$ cat src/rtl/vlog_statmchs_sum_sched_if.sv
// Requester-side bundle for the shared three-operand summing engine.
// Carries the requests, operand beats, grants and the result.
interface vlog_statmchs_sum_sched_if #(
  parameter int NREQ = 4,
  parameter int W    = 8
);
  localparam int IDW = (NREQ > 1) ? $clog2(NREQ) : 1;

  // Handshake: req[i] is a level held until the transaction completes or
  // aborts. An operand beat transfers at a rising edge where
  // din_valid[i] && din_ack[i]; din_ack is only ever set for the granted
  // requester. sum/sum_id are meaningful only in the cycle sum_valid is high.
  logic [NREQ-1:0]   req;
  logic [NREQ*W-1:0] din;
  logic [NREQ-1:0]   din_valid;
  logic [NREQ-1:0]   gnt;
  logic [NREQ-1:0]   din_ack;
  logic [W-1:0]      sum;
  logic              sum_valid;
  logic [IDW-1:0]    sum_id;
  logic              ready;
  logic              busy;

  modport master (
    output req, din, din_valid,
    input  gnt, din_ack, sum, sum_valid, sum_id, ready, busy
  );

  modport slave (
    input  req, din, din_valid,
    output gnt, din_ack, sum, sum_valid, sum_id, ready, busy
  );
endinterface

$ cat src/rtl/vlog_statmchs_sum_sched.sv
// Round-robin scheduler sharing one NOPS-operand W-bit summing engine
// between NREQ requesters; returns the wrapped sum with the winner's ID.
module vlog_statmchs_sum_sched #(
  parameter int NREQ = 4,
  parameter int W    = 8,
  parameter int NOPS = 3
) (
  input  logic                          clk,
  input  logic                          reset,
  vlog_statmchs_sum_sched_if.slave      bus,
  output logic [1:0]                    state_o
);
  localparam int IDW = (NREQ > 1) ? $clog2(NREQ) : 1;
  localparam int CW  = $clog2(NOPS + 1);

  localparam logic [1:0] S_IDLE  = 2'd0;
  localparam logic [1:0] S_ACCUM = 2'd1;
  localparam logic [1:0] S_DONE  = 2'd2;

  logic [1:0]      state_q, state_d;
  logic [NREQ-1:0] gnt_q, gnt_d;
  logic [IDW-1:0]  id_q, id_d;
  logic [IDW-1:0]  last_q, last_d;
  logic [CW-1:0]   cnt_q, cnt_d;
  logic [W-1:0]    acc_q, acc_d;
  logic [W-1:0]    sum_q, sum_d;
  logic [IDW-1:0]  sum_id_q, sum_id_d;
  logic            sum_valid_q, sum_valid_d;

  logic            win_found;
  logic [IDW-1:0]  win_id;
  logic [IDW-1:0]  rr_idx;
  logic [W-1:0]    opnd;
  logic            beat;
  logic            last_beat;
  logic [W-1:0]    acc_sum;

  // Search starts just after the last grant, so a repeat requester ranks lowest.
  always_comb begin
    win_found = 1'b0;
    win_id    = '0;
    rr_idx    = '0;
    for (int k = 1; k <= NREQ; k++) begin
      rr_idx = IDW'((int'(last_q) + k) % NREQ);
      if (!win_found && bus.req[rr_idx]) begin
        win_found = 1'b1;
        win_id    = rr_idx;
      end
    end
  end

  always_comb begin
    opnd = '0;
    for (int i = 0; i < NREQ; i++) begin
      if (id_q == IDW'(i)) opnd = bus.din[i*W +: W];
    end
  end

  assign beat      = (state_q == S_ACCUM) && bus.din_valid[id_q];
  assign last_beat = beat && (cnt_q == CW'(NOPS - 1));
  // The first beat overwrites whatever an earlier or aborted transaction left.
  assign acc_sum   = ((cnt_q == '0) ? '0 : acc_q) + opnd;

  always_comb begin
    state_d     = state_q;
    gnt_d       = gnt_q;
    id_d        = id_q;
    last_d      = last_q;
    cnt_d       = cnt_q;
    acc_d       = acc_q;
    sum_d       = sum_q;
    sum_id_d    = sum_id_q;
    sum_valid_d = 1'b0;
    case (state_q)
      S_IDLE: begin
        if (win_found) begin
          gnt_d         = '0;
          gnt_d[win_id] = 1'b1;
          id_d          = win_id;
          last_d        = win_id;
          cnt_d         = '0;
          state_d       = S_ACCUM;
        end
      end
      S_ACCUM: begin
        // A final beat completes even if req drops in the same cycle.
        if (last_beat) begin
          acc_d       = acc_sum;
          sum_d       = acc_sum;
          sum_id_d    = id_q;
          sum_valid_d = 1'b1;
          cnt_d       = cnt_q + CW'(1);
          gnt_d       = '0;
          state_d     = S_DONE;
        end else if (!bus.req[id_q]) begin
          gnt_d   = '0;
          state_d = S_IDLE;
        end else if (beat) begin
          acc_d = acc_sum;
          cnt_d = cnt_q + CW'(1);
        end
      end
      S_DONE: begin
        state_d = S_IDLE;
      end
      default: begin
        gnt_d   = '0;
        state_d = S_IDLE;
      end
    endcase
  end

  always_ff @(posedge clk) begin
    if (!reset) begin
      state_q     <= S_IDLE;
      gnt_q       <= '0;
      id_q        <= '0;
      last_q      <= IDW'(NREQ - 1);
      cnt_q       <= '0;
      acc_q       <= '0;
      sum_q       <= '0;
      sum_id_q    <= '0;
      sum_valid_q <= 1'b0;
    end else begin
      state_q     <= state_d;
      gnt_q       <= gnt_d;
      id_q        <= id_d;
      last_q      <= last_d;
      cnt_q       <= cnt_d;
      acc_q       <= acc_d;
      sum_q       <= sum_d;
      sum_id_q    <= sum_id_d;
      sum_valid_q <= sum_valid_d;
    end
  end

  assign bus.gnt       = gnt_q;
  assign bus.din_ack   = (state_q == S_ACCUM) ? (gnt_q & bus.din_valid) : '0;
  assign bus.sum       = sum_q;
  assign bus.sum_valid = sum_valid_q;
  assign bus.sum_id    = sum_id_q;
  assign bus.ready     = (state_q == S_IDLE);
  assign bus.busy      = (state_q != S_IDLE);
  assign state_o       = state_q;
endmodule

$ cat src/flat_wrapper.sv
// flat-port wrapper written by rule: the top's interface ports become plain ports
module vlog_statmchs_sum_sched_flat 
#(
  parameter int NREQ = 4,
  parameter int W    = 8,
  parameter int NOPS = 3
)
  (clk, reset, state_o, bus_req, bus_din, bus_din_valid, bus_gnt, bus_din_ack, bus_sum, bus_sum_valid, bus_sum_id, bus_ready, bus_busy);
  vlog_statmchs_sum_sched_if #(.NREQ(NREQ), .W(W)) bus_i ();
  input  logic clk;
  input  logic reset;
  output logic [1:0] state_o;
  input wire logic [$bits(bus_i.req)-1:0] bus_req;
  input wire logic [$bits(bus_i.din)-1:0] bus_din;
  input wire logic [$bits(bus_i.din_valid)-1:0] bus_din_valid;
  output wire logic [$bits(bus_i.gnt)-1:0] bus_gnt;
  output wire logic [$bits(bus_i.din_ack)-1:0] bus_din_ack;
  output wire logic [$bits(bus_i.sum)-1:0] bus_sum;
  output wire logic [$bits(bus_i.sum_valid)-1:0] bus_sum_valid;
  output wire logic [$bits(bus_i.sum_id)-1:0] bus_sum_id;
  output wire logic [$bits(bus_i.ready)-1:0] bus_ready;
  output wire logic [$bits(bus_i.busy)-1:0] bus_busy;
  assign bus_i.req = bus_req;
  assign bus_i.din = bus_din;
  assign bus_i.din_valid = bus_din_valid;
  assign bus_gnt = bus_i.gnt;
  assign bus_din_ack = bus_i.din_ack;
  assign bus_sum = bus_i.sum;
  assign bus_sum_valid = bus_i.sum_valid;
  assign bus_sum_id = bus_i.sum_id;
  assign bus_ready = bus_i.ready;
  assign bus_busy = bus_i.busy;
  vlog_statmchs_sum_sched #(.NREQ(NREQ), .W(W), .NOPS(NOPS)) u_core (.clk(clk), .reset(reset), .bus(bus_i), .state_o(state_o));
endmodule
$ cat config.mk
export PLATFORM = sky130hd
export DESIGN_NAME = vlog_statmchs_sum_sched_flat
export DESIGN_NICKNAME = d
export VERILOG_FILES = /design/src/rtl/vlog_statmchs_sum_sched_if.sv /design/src/rtl/vlog_statmchs_sum_sched.sv /design/src/flat_wrapper.sv
export SDC_FILE = /design/constraint.sdc
export NUM_CORES = 1
export LEC_CHECK = 0
export ABC_AREA = 1
export CORE_MARGIN = 4
export CORE_UTILIZATION = 40
export DETAILED_ROUTE_END_ITERATION = 8
export HOLD_SLACK_MARGIN = 0.12
export PLACE_DENSITY_LB_ADDON = 0.2
export RECOVER_POWER = 50
export SLEW_MARGIN = 10
export SYNTH_ARGS = -nofsm -noshare
export SYNTH_HDL_FRONTEND = slang
export SYNTH_SLANG_ARGS = --single-unit
export TNS_END_PERCENT = 5
$ cat constraint.sdc
create_clock -name clk -period 3.2 [get_ports clk]
set_input_delay 0.32 -clock clk [delete_from_list [all_inputs] [get_ports clk]]
set_output_delay 0.32 -clock clk [all_outputs]
set_load 0.02 [all_outputs]
After elaboration in Yosys (flattened, before gate mapping)
Cells that the tools add are included.
{ "word_totals": {"ff_bits": 31, "latch_bits": 0, "mem_bits_rw": 0, "mem_bits_ro": 0, "in_bits": 42, "output_inout_bits": 23, "word_cells": 102, "n_memories": 0} }
{ "op_classes": {"add_sub_neg": 6, "multipliers": 0, "div": 0, "n_lt_le_gt_ge": 7, "eq_ne": 10, "shift": 0, "muxes": 45, "bitwise": 2, "reduce_logical": 23} }
{ "ops": {"columns": ["op", "count"], "rows": [
  ["2-to-1 mux 8 bit", 8],
  ["2-to-1 mux 2 bit", 11],
  ["less-than comparator 2 x 3 -> 1 bit (second input constant)", 6],
  ["2-to-1 mux 4 bit", 4],
  ["binary-select mux 1 bit (select 2 bit)", 6],
  ["2-to-1 mux 1 bit", 12],
  ["case mux 4 bit (3 select lines)", 1],
  ["adder 8 bit", 1],
  ["equality test 2 bit (second input constant)", 4],
  ["case mux 2 bit (2 select lines)", 2],
  ["AND reduction 2 bit", 4],
  ["nonzero test 2 bit", 4],
  ["adder 2 x 1 -> 2 bit (second input constant)", 3],
  ["logical AND 1 bit", 6],
  ["zero test 2 bit", 3],
  ["!= test 3 x 1 -> 1 bit (second input constant)", 2],
  ["AND reduction 3 bit", 2],
  ["adder 2 bit (second input constant)", 2],
  ["bitwise AND 4 bit", 1],
  ["equality test 2 x 1 -> 1 bit (second input constant)", 2],
  ["AND reduction 4 bit", 1],
  ["zero test 1 bit", 3],
  ["!= test 3 x 2 -> 1 bit (second input constant)", 1],
  ["demux 1 bit (select 2 bit)", 1],
  ["other kinds (3)", 3]
]} }

Depth between registers and ports, before layout
Gate-level depths: netlist (run 1).
{ "depth": {"ltp_word": 19, "ltp_mapped": 18, "depth_no_buf": 17} }

Worst setup path after synthesis (run 1)
No wires, ideal clock.
{ "synth_timing": {"path_kind": "register to register", "startpoint": "reg u_core.id_q[1]", "endpoint": "reg u_core.sum_q[6], in the netlist u_core.bus.sum[6]", "setup_ns": 0.117, "t_arrival_ns": 2.125, "required_ns": 3.083, "path_slack_ns": 0.958, "stages_incl_launch_ff": 17, "n_path_buf": 1, "period_less_slack_ns": 2.242, "path_cell_list": "dfxtp_1 > buf_4 > nand2_1 > inv_1 > nand2_1 > nand2_1 > ha_1 > inv_1 > fa_1 > nand3b_1 > nand2_1 > nand2_1 > nand2_1 > a21oi_1 > xnor2_1 > nor2_1 > nor2_1"} }
{ "synth_via": {"elab_chain_len": 6, "elab_cells_between_ends": 14, "cone_classes": "add/sub: 1; eq/ne: 3; mux: 6; reduce/logical: 4"} }
{ "synth_lines": {"columns": ["element", "line_no", "source"], "rows": [
  ["start: declaration", "vlog_statmchs_sum_sched.sv:22", "logic [IDW-1:0] id_q, id_d;"],
  ["start signal: assignment", "vlog_statmchs_sum_sched.sv:127", "id_q <= id_d;"],
  ["zero test 2 bit", "vlog_statmchs_sum_sched.sv:55", "if (id_q == IDW'(i)) opnd = bus.din[i*W +: W];"],
  ["2-to-1 mux 8 bit (4 in series)", "vlog_statmchs_sum_sched.sv:55", null],
  ["adder 8 bit", "vlog_statmchs_sum_sched.sv:62", "assign acc_sum = ((cnt_q == '0) ? '0 : acc_q) + opnd;"],
  ["end signal: assignment", "vlog_statmchs_sum_sched.sv:131", "sum_q <= sum_d;"],
  ["end: declaration", "vlog_statmchs_sum_sched.sv:26", "logic [W-1:0] sum_q, sum_d;"]
]} }
Parallel ways exist; a longest one is shown, timed or not. The select of a mux whose other input is x is not followed.
A chain may end at the register's enable or synchronous reset.

Worst setup path after layout (run 1)
{ "layout_timing": {"startpoint": "reg u_core.id_q[0]", "endpoint": "reg u_core.sum_q[6], in the netlist u_core.bus.sum[6]"} }
Same word-level chain as after synthesis.

==> results by stage, run 1 <==
Finish:
- The final net count is 453.
- The final design utilization is 0.569.
- Counting the fill cells in the layout gives 537.
- The fraction of final layout cells sized beyond drive strength 1 is 0.0721.
- Summing all flip-flop and latch instances after layout gives 621 um2.
- The growth of design area from synthesis to finish is 34.5%.
- Summing all multi-input logic gate instances after layout gives 0.00133 mm2.
- The repair_antennas step left the layout with diodes totalling 0.

CTS:
- TritonCTS built the clock tree.
- The number of buffers inserted during clock tree synthesis is 5.
- The level count of the clock H-tree is 2.
- For this design, the CTS-stage hold fixing added 0 buffers.
- The number of buffers on the longest clock path is 2.
- The root buffer cell is sky130_fd_sc_hd__clkbuf_8.
- After clock tree synthesis, the clock-pin slew on the worst setup and hold paths is 70 ps.
- For this design, the sink count on the clock tree is 31.
- The number of setup buffers added after CTS is 0.
- The count of instances resized after the clock tree is built is 0.
- The clock latency of the later-clocked register in the worst-skew pair is 290 ps.

Route:
- Using the TritonRoute via totals, the vias-per-cell ratio works out to 4.83.
- The total via count after detailed routing is 2280.
- In the routed design, unresolved DRC markers number 0.
- In the final routed layout, each cell accounts on average for 12.6 um.
- Before antenna repair, the detailed router went through 4 iterations.
- The sum of routed wire length over all layers is 5930 um.
- After the first detailed-routing iteration, the DRC count stood at 123.
- The post-route antenna net violation count is 0.

Synth:
- The count of unique library cells instantiated by Yosys is 35.
- The most used flip-flop cell after synthesis is sky130_fd_sc_hd__dfxtp_1.
- The total standard cell area after synthesis is 0.00220 mm2.
- Synthesis handed over a netlist of 340 instances.
- The number of synthesis warnings is 0.
- A synthesized cell averages 6.47 um2.
- In this run, synthesis produced a sequential element count of 31.
- The share of the Yosys chip area taken by registers is 0.282.
- The area share of the largest cell type after synthesis is 0.282.
- In this run, synthesis inferred 0 flip-flops with an integrated enable.
- After synthesis, the most frequently instantiated cells are sky130_fd_sc_hd__nand2_1, sky130_fd_sc_hd__nor2_1, sky130_fd_sc_hd__inv_1.
- sky130_fd_sc_hd__nand2_1 is the most common cell in the netlist.
- The library cell with the largest summed area after synthesis is sky130_fd_sc_hd__dfxtp_1.
- The share of synthesized registers carrying an async set or reset is 0.
- In the post-synthesis netlist, the biggest area contributors are sky130_fd_sc_hd__dfxtp_1, sky130_fd_sc_hd__nand2_1, sky130_fd_sc_hd__a21oi_1.
- The net count after synthesis is 392.

Worst setup path:
- STA classifies the critical path endpoint as a register.
- The data required time of the worst path is 3430 ps.
- Data arrives at the worst endpoint at 2900 ps.
- The kind of start point of the critical path is a register.
- Along the worst path, the maximum fanout reaches 13.
- The capturing instance or port of the critical path is u_core.bus.sum[6].
- The startpoint of the worst register-to-register path is u_core.id_q[0].
- The worst setup path startpoint is u_core.id_q[0].
- The number of cell instances on the worst register-to-register path is 17.
- The reg-to-reg endpoint is u_core.bus.sum[6].
- The worst setup slack for register-to-register paths is 520 ps.
- The type of the setup path with the least slack is register to register.

STA:
- The hold violation count in the final report is 0.
- Dividing the final minimum period by the clock period gives 0.836.
- The timing-limited maximum frequency is 374 MHz.
- Counting I/O delays and the setup requirement, the final critical path takes 2680 ps.
- The final number of max-transition violations is 0.
- The worst-case clock skew is 7.73 ps.
- In the final timing run, aggregate negative setup slack is 0 ps.
- The slew of the pin with the lowest slew margin is 527 ps.
- Headroom to the max-slew limit came out at 0.647.
- Setup repair after global routing left no endpoint under its margin.
- Setup violations remaining at the end of the flow were counted as 0.

Placed design:
- The final HPWL from detailed placement is 4770 um.
- In this run the tool buffered the top-level ports with 64 buffer cells.
- The placer congestion estimate is 0.847.

Hold path:
- The type of the most critical hold path is register to register.

Global routing:
- The first global-routing pass estimated 9930 um of wire.
- The initial antenna violation count is 0.
- The remaining global-route overflow is 0.
- The maximum number of pins on one net before global-route repair is 17.
- The via count of the first global-routing pass is 2289.
- The global-route usage over all layers is 0.190.

Floorplanning:
- The chip width is 82.2 um.
- The floorplan step defined a core boundary enclosing 0.00520 mm2.
- The total die area is 0.00675 mm2.
- The die is 82.2 um tall.
- The number of I/O pins is 65.
- The initial core utilization is 0.423.
- The floorplan row count is 26.

Outcome:
- The run finished with clean final reports.

Power:
- The worst voltage drop across the vdd grid is 0.282 mV.
- The static leakage is 1.39 nW.
- The power density of the placed cells is 720 mW/mm2.

Job:
- The number of max-cap violations is 0.
==> registers in the layout (all words and copies together), names as in the netlist <==
signal / count
u_core.bus.sum_id: 2
u_core.bus.gnt: 4
u_core.acc_q: 8
u_core.state_o: 2
u_core.cnt_q: 2
u_core.last_q: 2
u_core.id_q: 2
u_core.bus.sum: 8
u_core.bus.sum_valid: 1
==> cells by family after synthesis <==
family | synth area share
and+or+nand+nor | 0.352
DFF | 0.282
AOI/OAI and AO/OA | 0.172
xor gates and xnor gates | 0.0199
buffers and inverters | 0.114
adders and majority gates | 0.0603
==> layer usage <==
layer / track usage / up-vias / wire length (um)
li1: - / 1205 / -
met1: 0.222 / 1015 / 2630
met2: 0.347 / 47 / 2920
met3: 0.0423 / 13 / 297
met4: 0.0515 / 0 / 78
met5: 0 / - / 0
==> layout by cell type (no fill, tap or decap), types with 3 or more instances in the layout <==
| master | n |
|---|---|
| sky130_fd_sc_hd__nand2_1 | 98 |
| sky130_fd_sc_hd__clkdlybuf4s50_1 | 47 |
| sky130_fd_sc_hd__inv_1 | 37 |
| sky130_fd_sc_hd__nor2_1 | 35 |
| sky130_fd_sc_hd__dfxtp_1 | 31 |
| sky130_fd_sc_hd__a21oi_1 | 29 |
| sky130_fd_sc_hd__o21ai_0 | 27 |
| sky130_fd_sc_hd__dlygate4sd3_1 | 17 |
| sky130_fd_sc_hd__nand3_1 | 16 |
| sky130_fd_sc_hd__ha_1 | 9 |
| sky130_fd_sc_hd__nand2_2 | 7 |
| sky130_fd_sc_hd__nand2_4 | 6 |
| sky130_fd_sc_hd__clkbuf_8 | 6 |
| sky130_fd_sc_hd__nand4_1 | 3 |
| sky130_fd_sc_hd__xor2_1 | 3 |
==> area by class of cell <==
class,instances,share of cell area
multi-input combinational,256,0.448
clock buffer,6,0.0279
clock inverter,2,0.0118
timing repair buffer,66,0.220
sequential,31,0.210
inverter,41,0.0524
tap,70,0.0296
==> power by group <==
group	total (mW)	switching [mW]	internal (mW)
clock network	0.399	0.148	0.252
registers	0.545	0.0811	0.464
logic	1.19	0.750	0.438
==> through the flow <==
stage	cell area (um2)	power [mW]	std cells	hold slack, ps	setup slack, ps
6_report	2960	2.13	472	454	524
5_1_grt	2960	2.34	472	479	238
4_1_cts	2970	2.16	472	458	541
3_5_place_dp	2850	1.76	464	448	566
3_3_place_gp	2850	1.74	464	440	677
2_1_floorplan	2200	1.48	340	426	958
==> worst min path at each step <==
stage / from / end / slack [ps] / cells after the start
finish: u_core.acc_q[0] / u_core.acc_q[0] / 450 / 2
global route: u_core.acc_q[4] / u_core.acc_q[4] / 480 / 2
CTS: u_core.acc_q[0] / u_core.acc_q[0] / 460 / 2
detailed placement: u_core.acc_q[0] / u_core.acc_q[0] / 450 / 2
global placement: u_core.acc_q[2] / u_core.acc_q[2] / 440 / 2
floorplan: u_core.cnt_q[0] / u_core.cnt_q[0] / 430 / 1
==> worst max-delay path, cell delays in order (launching register included) <==
cell and delay [ps]:
sky130_fd_sc_hd__dfxtp_1 480, sky130_fd_sc_hd__inv_2 180, sky130_fd_sc_hd__nor2_2 260, sky130_fd_sc_hd__nand2_1 80, sky130_fd_sc_hd__nand2_1 60, sky130_fd_sc_hd__o21ai_0 80
sky130_fd_sc_hd__nand2_1 70, sky130_fd_sc_hd__ha_1 160, sky130_fd_sc_hd__inv_1 60, sky130_fd_sc_hd__fa_1 390, sky130_fd_sc_hd__nand3b_1 170, sky130_fd_sc_hd__nand2_1 100
sky130_fd_sc_hd__nand2_1 50, sky130_fd_sc_hd__nand2_1 60, sky130_fd_sc_hd__a21oi_1 70, sky130_fd_sc_hd__xnor2_1 170, sky130_fd_sc_hd__nor2_1 70, sky130_fd_sc_hd__nor2_1 110
(Power assumes the default switching activity.)
==> inputs of run 2 (changes only) <==
==> constraint.sdc (replaced) <==
create_clock -name clk -period 2.25 [get_ports clk]
set_input_delay 0.225 -clock clk [delete_from_list [all_inputs] [get_ports clk]]
set_output_delay 0.225 -clock clk [all_outputs]
set_load 0.02 [all_outputs]
==> run 2 against run 1 <==
Net effect:
- via count increased by 5.4%
- largest cell class unchanged
- fmax increased by 21%
- critical path type unchanged
- clock power rose by 19%
- clock skew fell by 5.3 ps
- first-iteration DRC count decreased by 15%
==> results by stage, run 2 (synthesis results as in run 1) <==
Floorplanning:
- The initial core utilization is 0.423 (unchanged).
- The total die area is 0.00675 mm2 (unchanged).
- The die height is 82.2 um (unchanged).
- The floorplan row count is 26 (unchanged).
- The number of I/O pins is 65 (unchanged).
- The chip width is 82.2 um (unchanged).
- The area of the core is 0.00520 mm2 (unchanged).

Worst setup path:
- The type of the setup path with the least slack is register to register.
- The data required time of the worst path is 2450 ps (-980 ps).
- The worst setup slack for register-to-register paths was 40 ps (-490 ps).
- The startpoint identified for the worst register-to-register timing path is u_core.cnt_q[0].
- The kind of start point of the critical path is a register.
- The worst setup path is captured at a register.
- The largest fanout on the critical path is 3 (-10).
- The worst setup path startpoint is u_core.cnt_q[0].
- The endpoint identified for the worst register-to-register timing path is u_core.acc_q[4].
- The number of cell instances on the worst register-to-register path is 12 (-5).
- The data arrival time of the worst path is 2410 ps (-490 ps).

Route:
- The post-route antenna net violation count is 0 (unchanged).
- The detailed router's first-iteration violation count came to 104 (-15%).
- The total via count after detailed routing came to 2404 (+5.4%).
- The number of search-and-repair iterations in the first detailed-routing pass was 4 (unchanged).
- The number of remaining DRC errors came to 0 (unchanged).
- The vias per cell came to 4.90 (+1.4%).
- The per-cell routed wire length is 12.6 um (+0.56%).
- The sum of routed wire length over all layers is 6200 um (+4.6%).

Finish:
- In the layout the commonest cells are sky130_fd_sc_hd__nand2_1, sky130_fd_sc_hd__clkdlybuf4s50_1, sky130_fd_sc_hd__nor2_1.
- The area growth from synthesis to layout is 45.0%.
- The most common library cell in the layout ignoring fill and taps is sky130_fd_sc_hd__nand2_1.
- The total inserted antenna cells is 0 (unchanged).
- The final net count was 472 (+4.2%).
- The final design utilization is 0.613 (+0.0442).
- The cell area after layout is 0.00319 mm2 (+7.8%).
- The number of cells in the finished layout apart from fillers was 491 (+4.0%).
- The fraction of final layout cells sized beyond drive strength 1 was 0.178 (+0.106).

STA:
- The final worst hold slack is 455 ps (+0.880 ps).
- The worst slew slack as a fraction of its limit is 0.616 (-0.0314).
- Setup repair after global routing could not meet its margin everywhere.
- The final-report setup violation count is 0 (unchanged).
- The slew of the pin with the lowest slew margin is 576 ps (+49.4 ps).
- The final critical path time including I/O delays and setup was 2210 ps (-465 ps).
- The final number of max-transition violations came to 0 (unchanged).
- The worst-case clock skew is 2.39 ps (-5.34 ps).
- The worst setup margin came to 39.5 ps (-485 ps).
- The setup TNS is 0 ps (unchanged).
- The share of the clock period used by the worst path after layout is 0.982 (+0.146).
- The timing-limited maximum frequency is 452 MHz (+21%).
- The hold violation count in the final report was 0 (unchanged).

CTS:
- CTS placed an instance of sky130_fd_sc_hd__clkbuf_8 at the clock tree root.
- The clock slew at the register clock pins of the worst setup and hold paths came to 60 ps (about the same).
- The number of buffers inserted during clock tree synthesis is 5 (unchanged).
- The number of clock sinks came to 31 (unchanged).
- The level count of the clock H-tree came to 2 (unchanged).
- The number of buffers on the longest clock path is 2 (unchanged).
- TritonCTS built the clock tree.
- The clock latency of the later-clocked register in the worst-skew pair is 280 ps (about the same).

Power:
- The power density of the placed cells is 1020 mW/mm2 (+42%).
- The worst voltage drop across the vdd grid is 0.449 mV (+59%).
- The power consumption is 3.26 mW (+53%).
- The static leakage is 1.43 nW (+2.7%).

Global routing:
- The maximum number of pins on one net before global-route repair is 17 (unchanged).
- The most utilized layer in the global route result is met2.
- The global-route usage over all layers is 0.191 (+0.00154).
- The initial antenna violation count came to 0 (unchanged).
- The via count of the first global-routing pass is 2298 (+0.39%).
- The global-route met1 utilization is 0.223 (+0.000591).
- The remaining global-route overflow is 0 (unchanged).
- The global-route track usage on met2 is 0.354 (+0.00727).
- The wire length of the first global-routing pass is 10100 um (+1.2%).
- The met3 track demand over resource was 0.0315 (-0.0108).

Placed design:
- The instance area at placement is 0.00297 mm2 (+4.2%).
- The placer congestion estimate is 0.830 (-2.0%).
- The pre-CTS worst setup slack is -147 ps (-714 ps).
- The final HPWL from detailed placement is 4820 um (+0.95%).
- The number of buffers inserted by port buffering is 64 (unchanged).
- The number of cells after detailed placement came to 480 (+3.4%).

Hold path:
- The launch instance of the worst min-delay path is u_core.cnt_q[0].
- The path with the worst hold slack has its endpoint at u_core.cnt_q[0].
- The number of cells on the worst hold path is 1 (-1).
- The min-delay analysis places its worst path in the category register to register.

Job:
- The number of max-cap violations is 0 (unchanged).

Outcome:
- The run finished with clean final reports.
-- run 2: changes by cell type in the layout (fill, tap and decap cells not counted), moves of 4 or more --
cell,change
sky130_fd_sc_hd__nand2_1,-5
sky130_fd_sc_hd__inv_2,+4
sky130_fd_sc_hd__buf_4,+20
sky130_fd_sc_hd__nand2_2,+5
sky130_fd_sc_hd__dlygate4sd3_1,-17
sky130_fd_sc_hd__inv_1,-5
sky130_fd_sc_hd__clkdlybuf4s50_1,+17
sky130_fd_sc_hd__a21oi_1,-6
sky130_fd_sc_hd__a21oi_2,+6
-- run 2: worst max-delay path by stage --
stage	end	cells after the start
2_1_floorplan	u_core.bus.sum[6]	16
3_3_place_gp	u_core.acc_q[6]	16
3_5_place_dp	u_core.bus.sum[6]	14
4_1_cts	u_core.acc_q[5]	15
5_1_grt	u_core.acc_q[7]	16
6_report	u_core.acc_q[4]	12
-- run 2: per-layer routing --
metal	share of wire	vias up
met4	0.019	0
met3	0.042	12
met2	0.51	52
li1	-	1245
met1	0.43	1095
met5	0	-
-- run 2: where the power goes --
group	switching, mW	internal, mW	leakage, nW
clock	0.197	0.279	0.0515
sequential	0.114	0.668	0.253
combinational	1.18	0.821	1.13
-- run 2: critical path: stages, from the launching register on --
cell and delay [ps]:
sky130_fd_sc_hd__dfxtp_1 350, sky130_fd_sc_hd__inv_1 70, sky130_fd_sc_hd__ha_1 210, sky130_fd_sc_hd__nor2_1 150, sky130_fd_sc_hd__ha_2 220, sky130_fd_sc_hd__inv_2 40
sky130_fd_sc_hd__fa_2 330, sky130_fd_sc_hd__nand3b_1 170, sky130_fd_sc_hd__nand2_2 80, sky130_fd_sc_hd__buf_4 110, sky130_fd_sc_hd__xor2_1 180, sky130_fd_sc_hd__o21ai_0 110
sky130_fd_sc_hd__a21oi_1 140
-- run 2: timing repair --
item	4_1_cts	5_1_grt
buffers inserted	0	3
hold buffers	0	0
gates resized for setup	6	21
setup endpoints to repair	8	11
pin swaps	0	7
-- run 2: area by class of cell --
type | count | area [um2]
repair buffers | 85 | 798
clock buffers | 8 | 100
well taps | 70 | 87.6
flip-flops and latches | 31 | 626
multi-input cells | 256 | 1420
inverters | 41 | 159
fillers | 496 | 2020
